--- config.mk ---
export PLATFORM = sky130hd
export DESIGN_NAME = vending_machine_multi
export DESIGN_NICKNAME = d
export VERILOG_FILES = /design/src/rtl/vending_pkg.sv /design/src/rtl/vend_change_dispenser.sv /design/src/rtl/vending_machine_multi.sv
export SDC_FILE = /design/constraint.sdc
export NUM_CORES = 1
export LEC_CHECK = 0
export BUFFER_PORTS_ARGS = -buffer_cell sky130_fd_sc_hd__buf_4
export CORE_UTILIZATION = 25
export CTS_CLUSTER_SIZE = 30
export DETAILED_ROUTE_END_ITERATION = 8
export PLACE_DENSITY = 0.41
export SLEW_MARGIN = 25
export SYNTH_ARGS = -nofsm -noshare
export SYNTH_HDL_FRONTEND = slang
export SYNTH_SLANG_ARGS = --single-unit
export TNS_END_PERCENT = 10
--- constraint.sdc ---
create_clock -name clk -period 6.79 [get_ports clk]
set_clock_uncertainty 0.2 [all_clocks]
set_input_delay 0.3395 -clock clk [delete_from_list [all_inputs] [get_ports clk]]
set_output_delay 0.3395 -clock clk [all_outputs]
set_load 0.01 [all_outputs]
--- src/rtl/vending_pkg.sv ---
// Shared coin encodings, controller states and coin arithmetic helpers
// for the multi-product vending controller.
package vending_pkg;

  localparam logic [1:0] COIN_NONE = 2'b00;
  localparam logic [1:0] COIN_1    = 2'b01;
  localparam logic [1:0] COIN_2    = 2'b10;
  localparam logic [1:0] COIN_5    = 2'b11;

  typedef enum logic [1:0] {
    COLLECT,
    VEND,
    CHANGE
  } state_t;

  function automatic logic [2:0] coin_value(input logic [1:0] code);
    case (code)
      COIN_1:  return 3'd1;
      COIN_2:  return 3'd2;
      COIN_5:  return 3'd5;
      default: return 3'd0;
    endcase
  endfunction

  // Greedy pick: the biggest coin that still fits in the remaining amount.
  function automatic logic [1:0] largest_coin(input logic [15:0] amount);
    if (amount >= 16'd5)      return COIN_5;
    else if (amount >= 16'd2) return COIN_2;
    else if (amount >= 16'd1) return COIN_1;
    else                      return COIN_NONE;
  endfunction

endpackage

--- src/rtl/vend_change_dispenser.sv ---
// Greedy change payout: loads an amount on start, then emits one registered
// coin per cycle until nothing is left. done flags the cycle issuing the last coin.
module vend_change_dispenser
  import vending_pkg::*;
#(
  parameter int CREDIT_W = 4
) (
  input  logic                clk,
  input  logic                reset,
  input  logic                start,
  input  logic [CREDIT_W-1:0] load,
  output logic [1:0]          coin,
  output logic [CREDIT_W-1:0] remaining_next,
  output logic                done
);

  logic [CREDIT_W-1:0] remaining;
  logic [CREDIT_W-1:0] src;
  logic                active;
  logic                issuing;
  logic [1:0]          code;

  always_comb begin
    issuing        = start || active;
    src            = start ? load : remaining;
    code           = issuing ? largest_coin(16'(src)) : COIN_NONE;
    remaining_next = src - CREDIT_W'(coin_value(code));
    done           = issuing && (remaining_next == '0);
  end

  always_ff @(posedge clk) begin
    if (reset) begin
      remaining <= '0;
      active    <= 1'b0;
      coin      <= COIN_NONE;
    end else begin
      remaining <= remaining_next;
      active    <= issuing && (remaining_next != '0);
      coin      <= code;
    end
  end

endmodule

--- src/rtl/vending_machine_multi.sv ---
// Multi-product vending controller: credit accumulation, per-product stock,
// buy/cancel handling and greedy change through vend_change_dispenser.
module vending_machine_multi
  import vending_pkg::*;
#(
  parameter int N_PRODUCTS = 4,
  parameter int PRICE      = 2,
  parameter int CREDIT_W   = 4,
  parameter int MAX_CREDIT = 9,
  parameter int STOCK_W    = 4,
  parameter int STOCK_INIT = 10,
  localparam int SEL_W     = (N_PRODUCTS > 1) ? $clog2(N_PRODUCTS) : 1
) (
  input  logic                  clk,
  input  logic                  reset,
  input  logic [1:0]            coin_in,
  input  logic                  buy,
  input  logic [SEL_W-1:0]      sel,
  input  logic                  cancel,
  input  logic                  restock,
  output logic [N_PRODUCTS-1:0] vend,
  output logic [1:0]            coin_out,
  output logic [1:0]            coin_reject,
  output logic [CREDIT_W-1:0]   credit,
  output logic [N_PRODUCTS-1:0] sold_out,
  output logic                  deny,
  output logic                  busy
);

  localparam int SUM_W = CREDIT_W + 3;
  localparam logic [SUM_W-1:0]   PRICE_S   = SUM_W'(PRICE);
  localparam logic [SUM_W-1:0]   MAX_S     = SUM_W'(MAX_CREDIT);
  localparam logic [STOCK_W-1:0] STOCK_RST = STOCK_W'(STOCK_INIT);

  state_t              state;
  logic [STOCK_W-1:0]  stock     [N_PRODUCTS];
  logic [STOCK_W-1:0]  stock_nxt [N_PRODUCTS];
  logic [SEL_W-1:0]    sel_idx;
  logic                in_range;
  logic                coin_present;
  logic                cancel_go;
  logic                buy_try;
  logic                buy_ok;
  logic                coin_ok;
  logic [SUM_W-1:0]    credit_ext;
  logic [SUM_W-1:0]    coin_val;
  logic [SUM_W-1:0]    post_buy;
  logic [SUM_W-1:0]    post_coin;
  logic                disp_start;
  logic                disp_done;
  logic [CREDIT_W-1:0] disp_load;
  logic [CREDIT_W-1:0] disp_rem_next;

  // Buy is judged on the pre-coin credit; a same-cycle coin lands on top of it.
  always_comb begin
    in_range     = int'(sel) < N_PRODUCTS;
    sel_idx      = in_range ? sel : '0;
    coin_present = coin_in != COIN_NONE;
    credit_ext   = SUM_W'(credit);
    coin_val     = SUM_W'(coin_value(coin_in));
    cancel_go    = (state == COLLECT) && cancel && (credit != '0);
    buy_try      = (state == COLLECT) && buy && !cancel;
    buy_ok       = buy_try && (credit_ext >= PRICE_S) && in_range &&
                   (stock[sel_idx] != '0);
    post_buy     = buy_ok ? credit_ext - PRICE_S : credit_ext;
    coin_ok      = (state == COLLECT) && coin_present && (post_buy + coin_val <= MAX_S);
    post_coin    = coin_ok ? post_buy + coin_val : post_buy;
    disp_start   = cancel_go || ((state == VEND) && (credit != '0));
    disp_load    = (state == VEND) ? credit : CREDIT_W'(post_coin);
  end

  always_comb begin
    for (int i = 0; i < N_PRODUCTS; i++) begin
      stock_nxt[i] = restock ? STOCK_RST : stock[i];
    end
    if (buy_ok && !restock) begin
      stock_nxt[sel_idx] = stock[sel_idx] - STOCK_W'(1);
    end
  end

  vend_change_dispenser #(
    .CREDIT_W(CREDIT_W)
  ) u_dispenser (
    .clk           (clk),
    .reset         (reset),
    .start         (disp_start),
    .load          (disp_load),
    .coin          (coin_out),
    .remaining_next(disp_rem_next),
    .done          (disp_done)
  );

  always_ff @(posedge clk) begin
    if (reset) begin
      state       <= COLLECT;
      credit      <= '0;
      vend        <= '0;
      coin_reject <= COIN_NONE;
      deny        <= 1'b0;
      busy        <= 1'b0;
      sold_out    <= '0;
      for (int i = 0; i < N_PRODUCTS; i++) begin
        stock[i] <= STOCK_RST;
      end
    end else begin
      vend        <= '0;
      deny        <= 1'b0;
      coin_reject <= COIN_NONE;
      for (int i = 0; i < N_PRODUCTS; i++) begin
        stock[i]    <= stock_nxt[i];
        sold_out[i] <= stock_nxt[i] == '0;
      end
      case (state)
        COLLECT: begin
          if (coin_present && !coin_ok) coin_reject <= coin_in;
          if (cancel_go) begin
            credit <= disp_rem_next;
            state  <= disp_done ? COLLECT : CHANGE;
            busy   <= !disp_done;
          end else if (buy_ok) begin
            credit        <= CREDIT_W'(post_coin);
            vend[sel_idx] <= 1'b1;
            state         <= VEND;
            busy          <= 1'b1;
          end else begin
            credit <= CREDIT_W'(post_coin);
            deny   <= buy_try;
            busy   <= 1'b0;
          end
        end
        // A vend with no leftover credit has an idle dispenser, so credit stays 0.
        VEND, CHANGE: begin
          coin_reject <= coin_in;
          credit      <= disp_rem_next;
          if (((state == VEND) && (credit == '0)) || disp_done) begin
            state <= COLLECT;
            busy  <= 1'b0;
          end else begin
            state <= CHANGE;
            busy  <= 1'b1;
          end
        end
        default: begin
          state <= COLLECT;
          busy  <= 1'b0;
        end
      endcase
    end
  end

endmodule
==> impl_metrics.json <==
{
  "cts-root-buf": "clkbuf_8",
  "p_clk_frac": 0.216,
  "finalWirelength_mm": 7.296,
  "hold_depth": 2,
  "final_antenna_net_count": 0,
  "p_comb_frac": 0.525,
  "maxCapViolations": 0,
  "worstSetupPathType": "reg2reg",
  "rsz0062_at_grt": "no",
  "drt_iter0_drc": 176,
  "clk_pin_slew_ps": 80,
  "cts_resized": 0,
  "synthTopCellsByArea": "dfxtp_1 (32%), nor2_1 (6.9%), ha_1 (5.9%), a21oi_1 (3.7%), o21ai_0 (3.5%)",
  "fmax_mhz": 161.0,
  "vias": 2348,
  "htreeDepth": 2,
  "endpoint": "state[1]",
  "ys_seq_elements": 41,
  "p_seq_frac": 0.259,
  "drc_errors": 0,
  "power_mw": 1.132,
  "ir_drop_uv": 136.6,
  "io_buffers": 26,
  "seq_area_frac_synth": 0.3209,
  "ys_types": 59,
  "rr_worst_depth": 24,
  "area_growth_syn_to_layout_pct": 18.93,
  "syn_inst": 315,
  "outcome": "completed",
  "overflow": 0,
  "switching_power_mw": 0.4807,
  "finalCriticalPeriod_ps": 6212,
  "arrival_ps": 6190,
  "crit_fanout": 5,
  "synth.cell_area_um2": 2557,
  "die_h_um": 103.1,
  "grt_pass1_wl_mm": 12.13,
  "post-route-period-util": 0.9149,
  "cts_tree": "done",
  "grtUsageTotal": 0.1495,
  "clock-sinks": 41,
  "synthesis.nets": 338,
  "io_pins": 27,
  "relSlewSlack": 0.4924,
  "async_flop_share": 0,
  "std_cell_rows": 36,
  "dp_hpwl_mm": 5.455,
  "startpoint_type": "flip-flop",
  "ctsHoldBuffers": 0,
  "synth.most_common_cell": "nor2_1",
  "start_util": 0.2593,
  "ys_top_cells_by_count": "nor2_1 (47), dfxtp_1 (41), a21oi_1 (19)",
  "antenna_cells": 0,
  "drive_gt1_frac": 0.1672,
  "slew_viol_final": 0,
  "power_density_nw_per_um2": 372.3,
  "min_path_type": "in2reg",
  "worst_pin_slew_ps": 754.5,
  "startpoint": "stock[2][0]",
  "clk_latency_ps": 300,
  "critPathCaptureType": "flip-flop",
  "gp_congestion": 0.9386,
  "dieArea_um2": 10640,
  "finalSetupViolCount": 0,
  "post_cts_buffers": 0,
  "ys_warn_count": 0,
  "first_global_vias": 2275,
  "setup_tns_ps": 0,
  "regToRegStartpoint": "stock[2][0]",
  "synth-edff-count": 0,
  "netlist.area_leader.share": 0.3209,
  "core_area_um2": 9864,
  "dr.pass1.iters": 4,
  "clockBufferDepth": 2,
  "fillers": 1049,
  "die_x_um": 103.1,
  "wire_per_inst_um": 15.39,
  "p_leak_nw": 1.201,
  "layout.area.seq_um2": 820.8,
  "synth_ff_type": "dfxtp_1",
  "viasPerCell": 4.954,
  "fin_nets": 363,
  "grt_max_degree": 32,
  "multiInputGateArea_um2": 1628,
  "numCtsBuffers": 5,
  "synth_area_per_cell_um2": 8.119,
  "antenna_found_initial": 0,
  "synth_top_cell_by_area": "dfxtp_1",
  "critPathRequiredTime_ps": 6770,
  "r2r-end": "state[1]",
  "swShare": 0.4246,
  "finalHoldViolCount": 0,
  "rrSetupSlack_ps": 580,
  "p_int_mw": 0.6515
}
==> worst max-delay path, stage by stage (launching register included) <==
cell      delay (ps)
dfxtp_1          350
mux4_1           510
inv_1             70
ha_1             190
and2_1           130
o2bb2a_2         240
o21a_4           240
xnor2_1          180
inv_1            110
fa_1             410
a21oi_1          290
nor2_1           110
mux2i_1          140
mux2_4           270
or2_1            240
o31a_1           290
a221o_1          330
mux2i_1          220
a21oi_1          110
ha_1             250
fa_1             380
xor2_1           220
nand3_1          160
o31ai_1          320
o22ai_1          140
==> final cells by class <==
| type | count | share of cell area |
|---|---|---|
| multi-input cells | 245 | 0.5352 |
| flip-flops and latches | 41 | 0.2698 |
| well taps | 133 | 0.05471 |
| clock buffers | 5 | 0.02262 |
| inverters | 17 | 0.02098 |
| clock inverters | 3 | 0.02262 |
| repair buffers | 30 | 0.07404 |
==> cell usage in the layout, fill, tap and decap left out, drive strengths merged, types with 8 or more instances in the layout <==
cell,count
nor2,47
nand2,16
nand3,9
nor3,13
ha,12
or2,8
a21oi,20
a31oi,8
o21ai,21
a211oi,8
inv,18
dfxtp,41
buf,30
==> cells by family after synthesis <==
family / Yosys count / synth area share
AOI/OAI and AO/OA: 90 / 0.2432
xor gates and xnor gates: 6 / 0.02055
adders and majority gates: 14 / 0.07436
buffers and inverters: 29 / 0.04256
DFF: 41 / 0.3209
muxes: 10 / 0.05822
and+or+nand+nor: 125 / 0.2402
==> power groups by stage <==
stage / clock [mW] / combinational [mW] / sequential [mW]
6_report: 0.245 / 0.595 / 0.293
5_1_grt: 0.265 / 0.663 / 0.297
4_1_cts: 0.256 / 0.592 / 0.293
3_5_place_dp: 0 / 0.588 / 0.298
3_3_place_gp: 0 / 0.605 / 0.300
2_1_floorplan: 0 / 0.417 / 0.299
==> per-stage QoR <==
stage | util | hold WS [ps] | worst slack (ps) | cell area (um^2) | instances
2_1_floorplan | - | 253.8 | 578.8 | 2557 | 315
3_3_place_gp | 0.2944 | 273.2 | 331.1 | 2904 | 466
3_5_place_dp | 0.2944 | 281.4 | 372.6 | 2904 | 466
4_1_cts | 0.3083 | 51.44 | 609.8 | 3042 | 474
5_1_grt | 0.3083 | 63.60 | 136.4 | 3042 | 474
6_report | 0.3083 | 65.91 | 577.6 | 3042 | 474
==> layer usage <==
layer,vias to the layer above,part of all wire,track usage
li1,1192,-,-
met1,1113,0.51,0.2177
met2,41,0.45,0.2328
met3,2,0.033,0.02102
met4,0,0.0040,0.03250
met5,-,0,0
==> how the worst min path moves through the flow <==
stage	from	endpoint	slack (ps)
after floorplan	stock[0][3]	stock[0][3]	250
after global placement	stock[3][2]	stock[3][2]	270
after detailed placement	stock[3][2]	stock[3][2]	280
after CTS	coin_in[1]	coin_reject[1]	50
after global routing	coin_in[1]	coin_reject[1]	60
final	coin_in[1]	coin_reject[1]	70
==> flip-flops by register name, indices dropped and copies added (netlist names) <==
register and flops:
stock 16, vend 4, coin_reject 2, u_dispenser.coin 2, busy 1, credit 4
sold_out 4, deny 1, state 2, u_dispenser.remaining 4, u_dispenser.active 1
(Power assumes the default switching activity.)
